`src/rtl/mips_instr_encoder.sv`:
```
// mips_instr_encoder
//   Builds 32-bit MIPS machine words (nop, addu, subu, ori, lui, lw, sw, beq,
//   j, jal, jr) from field-level requests. Words are queued in a DEPTH-entry
//   FIFO and leave tagged with a sequential instruction-memory address that
//   starts at BASE_ADDR and advances by 4 on every pop.
//
// Ports
//   clk          rising-edge clock
//   reset        asynchronous, active-low reset
//   in_valid     request present
//   in_ready     request can be accepted (FIFO not full)
//   in_kind      0 nop,1 addu,2 subu,3 ori,4 lui,5 lw,6 sw,7 beq,8 j,9 jal,10 jr
//   in_rs/rt/rd  register fields
//   in_imm       16-bit immediate / branch offset
//   in_target    26-bit jump index
//   out_valid    encoded word available at FIFO head
//   out_ready    consumer takes the head word
//   out_instr    head word (zero when empty)
//   out_addr     IM address of out_instr
//   count        FIFO occupancy, 0..DEPTH
//   err_illegal  one-cycle pulse after an illegal kind was accepted and dropped
module mips_instr_encoder #(
  parameter int          DEPTH     = 4,
  parameter logic [31:0] BASE_ADDR = 32'h0000_3000
) (
  input  logic                       clk,
  input  logic                       reset,
  input  logic                       in_valid,
  output logic                       in_ready,
  input  logic [3:0]                 in_kind,
  input  logic [4:0]                 in_rs,
  input  logic [4:0]                 in_rt,
  input  logic [4:0]                 in_rd,
  input  logic [15:0]                in_imm,
  input  logic [25:0]                in_target,
  output logic                       out_valid,
  input  logic                       out_ready,
  output logic [31:0]                out_instr,
  output logic [31:0]                out_addr,
  output logic [$clog2(DEPTH):0]     count,
  output logic                       err_illegal
);

  localparam int PTR_W = $clog2(DEPTH);
  localparam int CNT_W = PTR_W + 1;

  // Returns {legal, word}. Unused fields of each format are forced to zero.
  function automatic logic [32:0] encode(
    input logic [3:0]  kind,
    input logic [4:0]  rs,
    input logic [4:0]  rt,
    input logic [4:0]  rd,
    input logic [15:0] imm,
    input logic [25:0] target
  );
    logic [32:0] r;
    r = '0;
    case (kind)
      4'd0:    r = {1'b1, 32'h0000_0000};
      4'd1:    r = {1'b1, 6'b000000, rs, rt, rd, 5'b0, 6'b100001};
      4'd2:    r = {1'b1, 6'b000000, rs, rt, rd, 5'b0, 6'b100011};
      4'd3:    r = {1'b1, 6'b001101, rs, rt, imm};
      4'd4:    r = {1'b1, 6'b001111, 5'b0, rt, imm};
      4'd5:    r = {1'b1, 6'b100011, rs, rt, imm};
      4'd6:    r = {1'b1, 6'b101011, rs, rt, imm};
      4'd7:    r = {1'b1, 6'b000100, rs, rt, imm};
      4'd8:    r = {1'b1, 6'b000010, target};
      4'd9:    r = {1'b1, 6'b000011, target};
      4'd10:   r = {1'b1, 6'b000000, rs, 15'b0, 6'b001000};
      default: r = '0;
    endcase
    return r;
  endfunction

  logic [31:0]      mem [DEPTH];
  logic [PTR_W-1:0] wr_ptr_q, wr_ptr_d;
  logic [PTR_W-1:0] rd_ptr_q, rd_ptr_d;
  logic [CNT_W-1:0] count_q,  count_d;
  logic [31:0]      addr_q,   addr_d;
  logic             err_q,    err_d;

  logic [32:0]      enc;
  logic             legal;
  logic             accept;
  logic             push;
  logic             pop;

  assign in_ready    = (count_q != CNT_W'(DEPTH));
  assign out_valid   = (count_q != '0);
  assign out_instr   = out_valid ? mem[rd_ptr_q] : 32'h0;
  assign out_addr    = addr_q;
  assign count       = count_q;
  assign err_illegal = err_q;

  always_comb begin
    enc      = encode(in_kind, in_rs, in_rt, in_rd, in_imm, in_target);
    legal    = enc[32];
    accept   = in_valid && in_ready;
    // Illegal kinds complete the handshake but never reach the FIFO.
    push     = accept && legal;
    pop      = out_valid && out_ready;

    wr_ptr_d = push ? wr_ptr_q + PTR_W'(1) : wr_ptr_q;
    rd_ptr_d = pop  ? rd_ptr_q + PTR_W'(1) : rd_ptr_q;
    addr_d   = pop  ? addr_q + 32'd4       : addr_q;
    err_d    = accept && !legal;

    count_d  = count_q;
    if (push && !pop)      count_d = count_q + CNT_W'(1);
    else if (!push && pop) count_d = count_q - CNT_W'(1);
  end

  always_ff @(posedge clk or negedge reset) begin
    if (!reset) begin
      wr_ptr_q <= '0;
      rd_ptr_q <= '0;
      count_q  <= '0;
      addr_q   <= BASE_ADDR;
      err_q    <= 1'b0;
    end else begin
      wr_ptr_q <= wr_ptr_d;
      rd_ptr_q <= rd_ptr_d;
      count_q  <= count_d;
      addr_q   <= addr_d;
      err_q    <= err_d;
    end
  end

  // Storage needs no reset: occupancy alone decides which entries are live.
  always_ff @(posedge clk) begin
    if (push) mem[wr_ptr_q] <= enc[31:0];
  end

endmodule

```
`config.mk`:
```
export PLATFORM = sky130hd
export DESIGN_NAME = mips_instr_encoder
export DESIGN_NICKNAME = d
export VERILOG_FILES = /design/src/rtl/mips_instr_encoder.sv
export SDC_FILE = /design/constraint.sdc
export NUM_CORES = 1
export LEC_CHECK = 0
export ABC_CLOCK_PERIOD_IN_PS = 2300
export CAP_MARGIN = 20
export CORE_MARGIN = 5
export CORE_UTILIZATION = 45
export CTS_CLUSTER_SIZE = 14
export DETAILED_ROUTE_END_ITERATION = 8
export PLACE_DENSITY_LB_ADDON = 0.2
export SKIP_CTS_REPAIR_TIMING = 1
export SLEW_MARGIN = 10
export SYNTH_ARGS = -nofsm -noshare
export SYNTH_HDL_FRONTEND = slang
export SYNTH_SLANG_ARGS = --single-unit
export TNS_END_PERCENT = 10
```
`constraint.sdc`:
```
create_clock -name clk -period 2.3 [get_ports clk]
set_input_delay 0.69 -clock clk [delete_from_list [all_inputs] [get_ports clk]]
set_output_delay 0.69 -clock clk [all_outputs]
set_load 0.01 [all_outputs]
```
==> results of run 1 <==
-- state kept, by name (all words and copies together), names as in the netlist --
register and count:
err_illegal 1, wr_ptr_q 2, rd_ptr_q 2, count 3
out_addr 30, mem 124
-- cells in the final DEF (no fill, tap or decap), types with 13 or more instances in the layout --
master,count
buf_6,13
dfrtp_1,34
clkbuf_16,18
edfxtp_1,124
nand2_1,26
buf_4,36
mux4_2,31
clkbuf_2,25
nor2b_1,32
clkdlybuf4s50_1,98
a22o_1,17
xnor2_1,32
-- worst paths after layout --
path / end / cells after the start / slack [ns]
setup / recovery: out_instr[5] / 6 / -0.42
hold / removal: out_addr[21]$_DFFE_PN0P_ / 1 / 0.18
setup reg to reg: count[2]$_DFFE_PN0P_ / 10 / 0.17
hold reg to reg: out_addr[31]$_DFFE_PN0P_ / 1 / 0.47
max in group asynchronous: out_addr[12]$_DFFE_PN1P_ / 2 / 1.52
min in group clk: out_addr[31]$_DFFE_PN0P_ / 1 / 0.47
-- metal layers --
metal | vias to the layer above | routed length, um | track usage [%]
li1 | 2025 | - | -
met1 | 2187 | 6410 | 22.7
met2 | 134 | 7840 | 28.6
met3 | 16 | 864 | 4.58
met4 | 0 | 218 | 5.60
met5 | - | 0 | 0
-- power breakdown --
part / leakage [nW] / internal, mW / switching (mW)
Clock: 0.267 / 1.48 / 1.09
Sequential: 1.64 / 3.66 / 0.250
Combinational: 1.68 / 2.15 / 1.72
-- final cells by class --
cell class | count | area share [%]
inverters | 7 | 0.302
multi-input cells | 240 | 23.3
clock inverters | 14 | 1.24
repair buffers | 190 | 19.1
flip-flops and latches | 162 | 49.2
well taps | 188 | 2.47
clock buffers | 18 | 4.51
-- critical path: stages (launching register included) --
cell	delay (ns)
dfrtp_2	0.49
buf_6	0.14
buf_12	0.11
buf_4	0.11
mux4_2	0.47
nor2b_1	0.16
clkbuf_2	0.14
-- synth_stat cells (2+ instances only) --
library cell,instances
nand3_1,11
o21ai_0,4
ha_1,6
xnor2_1,32
and4_1,4
mux4_2,31
buf_1,2
a22o_1,17
nor3_2,2
inv_1,6
a221o_1,2
a21oi_1,4
buf_2,8
edfxtp_1,124
nand4b_1,2
nand4_1,12
xor2_1,4
and3_1,6
dfstp_2,2
clkbuf_1,5
nand2_1,26
nor3_1,2
nor2b_1,34
nor2_1,7
a22oi_1,6
nor3_4,3
nand3b_1,2
buf_4,6
and2_1,4
dfrtp_1,36
nand2b_1,3
-- per-stage QoR --
stage | cells | cell area, um^2 | hold WS [ns] | utilization, %
2_1_floorplan | 430 | 7000 | 0.394 | -
3_3_place_gp | 767 | 8860 | 0.460 | 58.3
3_5_place_dp | 767 | 8860 | 0.463 | 58.3
4_1_cts | 799 | 9410 | 0.183 | 61.9
5_1_grt | 819 | 9520 | 0.199 | 62.6
6_report | 819 | 9520 | 0.184 | 62.6
-- cell families after synthesis --
| group | count (synthesis) |
|---|---|
| XOR/XNOR | 36 |
| AO/OA/AOI/OAI | 39 |
| buffers and inverters | 28 |
| other | 1 |
| AND/OR/NAND/NOR | 122 |
| adder cells (fa/ha/maj) | 7 |
| multiplexers | 33 |
| flip-flops | 162 |
==> results.yml, run 1 <==
outcome:
  status: "finished, violations left"
  violations: "setup timing"
worst_setup_path:
  cp_max_fo: 8
  crit_required_ns: 1.61
  worst-setup-path-type: "reg -> out"
  endpoint_kind: "output pin"
  worst_setup_path_start_kind: "flip-flop"
  crit_start: "rd_ptr_q[0]$_DFFE_PN0P_"
  critPathArrivalTime_ns: 2.03
  timing.rr.start: "count[1]$_DFFE_PN0P_"
timing:
  max_freq_mhz: 367
  setup_viol: 33
  fin_crit_ns: 2.72
  tightestPinTransition_ns: 0.908
  rsz0062_at_grt: "true"
  setup_tns_ns: -10.78
  finalCritPeriodShare_pct: 118
  layout_setup_ws_ns: -0.423
  slew_viol_final: 0
  hold_viol_final: 0
  worst_clock_skew_ns: 0.00860
  slew_headroom_pct: 39.3
clock_tree:
  htreeDepth: 4
  cts_max_path_buffers: 2
  clock_latency_ns: 0.42
  numCtsBuffers: 17
  cts_tree: "yes"
  cts.sinks: 162
  path_clk_slew_ns: 0.06
  clock-root-buffer: "clkbuf_16"
floorplan:
  core_area_mm2: 0.0152
  die_y_um: 135
  initial_core_util_pct: 46.0
  dieArea_mm2: 0.0181
  fp.dieW_um: 135
  ios: 135
  rows: 45
yosys:
  synthArstFlopShare_pct: 23.5
  ys_seq_area_share_pct: 66.9
  synth_area_leaders: "edfxtp_1 (53%), dfrtp_1 (13%), mux4_2 (10%)"
  synth_top_family_by_area: "simple AND/OR/NAND/NOR gates"
  synth_cell_types: 46
  synth_edf_count: 124
  syn_inst: 428
  synth_seq_cells: 162
  netlist_area_mm2: 0.00699
  yosys.area_share.simple_pct: 10.5
  synth_area_leader_cell: "edfxtp_1"
  syn_avg_cell_area_um2: 16.3
  muxShareOfSynthArea_pct: 10.3
  synth_compound_area_share_pct: 4.32
  synth_fa_ha_area_share_pct: 1.36
  synth_warnings: 0
  synth_flop_cell: "edfxtp_1"
  synth_top_area_share_pct: 53.3
  synth_xor_area_share_pct: 4.51
drt:
  initialDrtViolationCount: 242
  dr.pass1.iters: 4
  drc_errors: 0
  avgViaCountPerCell: 5.33
  dr_total_vias: 4362
  ant_nets: 0
  wl_per_cell_um: 18.7
  finalWirelength_um: 15300
finish:
  multiInputGateArea_mm2: 0.00221
  diodes: 0
  drive_gt1_share_pct: 27.7
  nets: 690
  n_fill_cell: 1145
  ff_latch_area_mm2: 0.00468
  synthToLayoutAreaGrowth_pct: 36.2
global_routing:
  gr-total-overflow: 0
  antenna_found_initial: 0
  grt_max_degree: 34
  grt_use_total_pct: 17.4
  grt_pass1_vias: 4654
  grt_pass1_wl_um: 24000
place:
  pre_cts_ws_ns: -0.496
  post-dp-hpwl_um: 10500
  gp_congestion: 0.742
  io_buffers: 131
pwr:
  p_leak_nw: 3.59
  vdd_drop_max_mv: 0.726
  power.density_mw_per_mm2: 1090
  fin_total_pwr_mw: 10.4
min_path:
  hold_path.class: "in -> async"
flow_run:
  cap_violations: 0
(Power assumes the default switching activity.)
==> inputs of run 2 (changes only) <==
--- a/config.mk
+++ b/config.mk
@@ -5,6 +5,7 @@
 export SDC_FILE = /design/constraint.sdc
 export NUM_CORES = 1
 export LEC_CHECK = 0
+export ABC_AREA = 1
 export ABC_CLOCK_PERIOD_IN_PS = 2300
 export CAP_MARGIN = 20
 export CORE_MARGIN = 5
==> run 2 against run 1 <==
The flow still finishes with violations (setup timing). Die area grew 8.2%. Final area rose by 9.6%. Power grew 9.2%. Clock skew is 0.0018 ns lower. Clock-buffer cell count down 1. Clock power up 7%. Register-to-register slack improved by 0.14 ns. Worst hold slack improved by 0.030 ns. Via count is 38% higher. Sequential power down 1%. First-iteration DRC count grew 47%.
==> results.yml, run 2 <==
floorplan:
  fp.dieW_um: 140
  dieArea_mm2: 0.0196
  core_area_mm2: 0.0166
  ios: 135
  rows: 47
  die_y_um: 140
  initial_core_util_pct: 45.9
worst_setup_path:
  r2r_end: "count[1]$_DFFE_PN0P_"
  endpoint_kind: "output pin"
  worst-setup-path-type: "reg -> out"
  path_common_cell: "buf_6"
  critPathArrivalTime_ns: 1.85
  worstPathCellList: "buf_6 > buf_12 > buf_6 > nor2_2 > nor2_1 > o21ai_1 > a21oi_1 > buf_2"
  worst_setup_path_start_kind: "flip-flop"
  crit_path_top_delay_cell: "dfrtp_2"
  reg2reg_depth: 9
  crit_required_ns: 1.61
  slowest_delay_ns: 0.47
  cp_max_fo: 8
  ff2ff_setup_slack_ns: 0.31
  timing.rr.start: "count[1]$_DFFE_PN0P_"
clock_tree:
  cts_max_path_buffers: 2
  clock_latency_ns: 0.42
  path_clk_slew_ns: 0.06
  clock-root-buffer: "clkbuf_16"
  cts_tree: "yes"
  htreeDepth: 4
  cts.sinks: 162
  numCtsBuffers: 17
pwr:
  fin_total_pwr_mw: 11.3
  p_int_mw: 7.41
  p_leak_nw: 4.26
  vdd_drop_max_mv: 0.585
  power_frac_seq_pct: 34.1
  netSwitchingFraction_pct: 34.5
  power.density_mw_per_mm2: 1080
  clkPwrFrac_pct: 24.4
  p_comb_share_pct: 41.5
  p_sw_mw: 3.90
drt:
  initialDrtViolationCount: 356
  finalWirelength_um: 19100
  avgViaCountPerCell: 4.98
  ant_nets: 0
  dr_total_vias: 6007
  drc_errors: 0
  dr.pass1.iters: 4
  wl_per_cell_um: 15.8
timing:
  layout_setup_ws_ns: -0.237
  slew_viol_final: 0
  max_freq_mhz: 394
  hold_viol_final: 0
  rsz0062_at_grt: "true"
  worst_clock_skew_ns: 0.00677
  fin_crit_ns: 2.54
  setup_viol: 33
  tightestPinTransition_ns: 0.557
  slew_headroom_pct: 62.9
  finalCritPeriodShare_pct: 110
finish:
  diodes: 0
  final_common_cell: "nor2_1"
  largest_reg_flops: 124
  layout_common_cells: "nor2_1 (156), edfxtp_1 (124), nand2_1 (109)"
  ff_latch_area_mm2: 0.00468
  nets: 1046
  largest_register: "mem"
  final_area_mm2: 0.0104
  drive_gt1_share_pct: 19.7
  utilization_pct: 62.9
  stdcell_count: 1207
  synthToLayoutAreaGrowth_pct: 37.1
  multiInputGateArea_mm2: 0.00256
  n_fill_cell: 1354
yosys:
  netlist_area_mm2: 0.00760
  synth_warnings: 0
  synthTopCellsByCount: "nor2_1 (163), edfxtp_1 (124), nand2_1 (109)"
  ys_seq_area_share_pct: 61.5
  syn_inst: 773
  synth_edf_count: 124
  yosysMostFrequentCell: "nor2_1"
  synth_top_area_share_pct: 49.0
  synth_cell_types: 33
  synth_flop_cell: "edfxtp_1"
  syn_avg_cell_area_um2: 9.84
  synth_area_leader_cell: "edfxtp_1"
  synthArstFlopShare_pct: 23.5
  synth_seq_cells: 162
  synth_area_leaders: "edfxtp_1 (49%), dfrtp_1 (12%), nor2_1 (8.0%)"
place:
  dp.cells: 1162
  gp_congestion: 0.810
  io_buffers: 131
  pre_cts_ws_ns: -0.400
  dpl-instance-area_mm2: 0.00970
  post-dp-hpwl_um: 13000
global_routing:
  antenna_found_initial: 0
  gr-total-overflow: 0
  grt_pass1_wl_um: 30600
  grt_pass1_vias: 5978
  grt_max_degree: 39
  grt_use_total_pct: 19.7
outcome:
  status: "finished, violations left"
  violations: "setup timing"
flow_run:
  cap_violations: 0
min_path:
  hold_path.class: "in -> async"
-- run 2: cell count changes in the layout (fill, tap and decap cells not counted), sizes merged, moves of 16 or more --
cell	before	now
nor2	9	179
nand2	26	117
o21ai	4	80
inv	7	76
a21oi	5	43
nor2b	35	0
buf	64	96
mux4	31	0
nand3	11	35
xnor2	32	9
a22o	17	0
clkbuf	44	28
-- run 2: per-stage QoR --
step | TNS (ns) | hold WS (ns)
after CTS | -16.42 | 0.215
after floorplan | -11.46 | 0.394
after detailed placement | -19.74 | 0.494
final | -4.11 | 0.214
after global routing | -7.66 | 0.246
after global placement | -13.80 | 0.489
-- run 2: worst max-delay path by stage --
| stage | start | end | slack (ns) | cells after the start |
|---|---|---|---|---|
| finish | rd_ptr_q[0]$_DFFE_PN0P_ | out_instr[5] | -0.24 | 8 |
| global placement | in_kind[0] | count[2]$_DFFE_PN0P_ | -0.39 | 12 |
| CTS | rd_ptr_q[1]$_DFFE_PN0P_ | out_instr[27] | -0.60 | 6 |
| floorplan | in_kind[0] | mem[0][0]$_DFFE_PP_ | -0.09 | 5 |
| global route | rd_ptr_q[0]$_DFFE_PN0P_ | out_instr[22] | -0.30 | 7 |
| detailed placement | in_kind[1] | count[2]$_DFFE_PN0P_ | -0.40 | 12 |
-- run 2: final cells by class --
type | count | area share, %
Multi-Input combinational cell | 508 | 24.6
Clock inverter | 15 | 1.55
Inverter | 74 | 2.74
Clock buffer | 17 | 4.08
Sequential cell | 162 | 44.9
Timing Repair Buffer | 211 | 19.5
Tap cell | 220 | 2.64
-- run 2: logic make-up (layout without fill, tap and decap cells) --
| kind of cell | count (synthesis) | in the layout | share of synthesized area, % |
|---|---|---|---|
| other | 1 | 3 | 0.0493 |
| XOR/XNOR | 20 | 20 | 2.30 |
| AO/OA/AOI/OAI | 128 | 128 | 8.74 |
| adder cells (fa/ha/maj) | 7 | 7 | 1.25 |
| buffers and inverters | 105 | 317 | 5.77 |
| AND/OR/NAND/NOR | 349 | 349 | 20.2 |
| multiplexers | 1 | 1 | 0.148 |
| flip-flops | 162 | 162 | 61.5 |
-- run 2: power groups by stage --
stage                     Sequential, mW  Combinational (mW)  Clock (mW)
final                               3.86                4.69        2.76
after CTS                           3.85                4.62        2.81
after global routing                3.91                5.13        2.95
after floorplan                     3.90                2.17           0
after detailed placement            3.91                4.60           0
after global placement              3.90                4.54           0
-- run 2: critical path: cells and delay by family, from the launching register on --
| kind | cells | cell delay, ns |
|---|---|---|
| buffers and inverters | 4 | 0.56 |
| DFF | 1 | 0.47 |
| AOI/OAI and AO/OA | 2 | 0.29 |
| and+or+nand+nor | 2 | 0.11 |
-- run 2: per-layer routing --
metal	up-vias	routed length, um	GRT usage [%]
met1	2841	8190	24.7
li1	2983	-	-
met4	0	323	6.83
met2	158	9560	33.8
met5	-	0	0
met3	25	1010	4.60
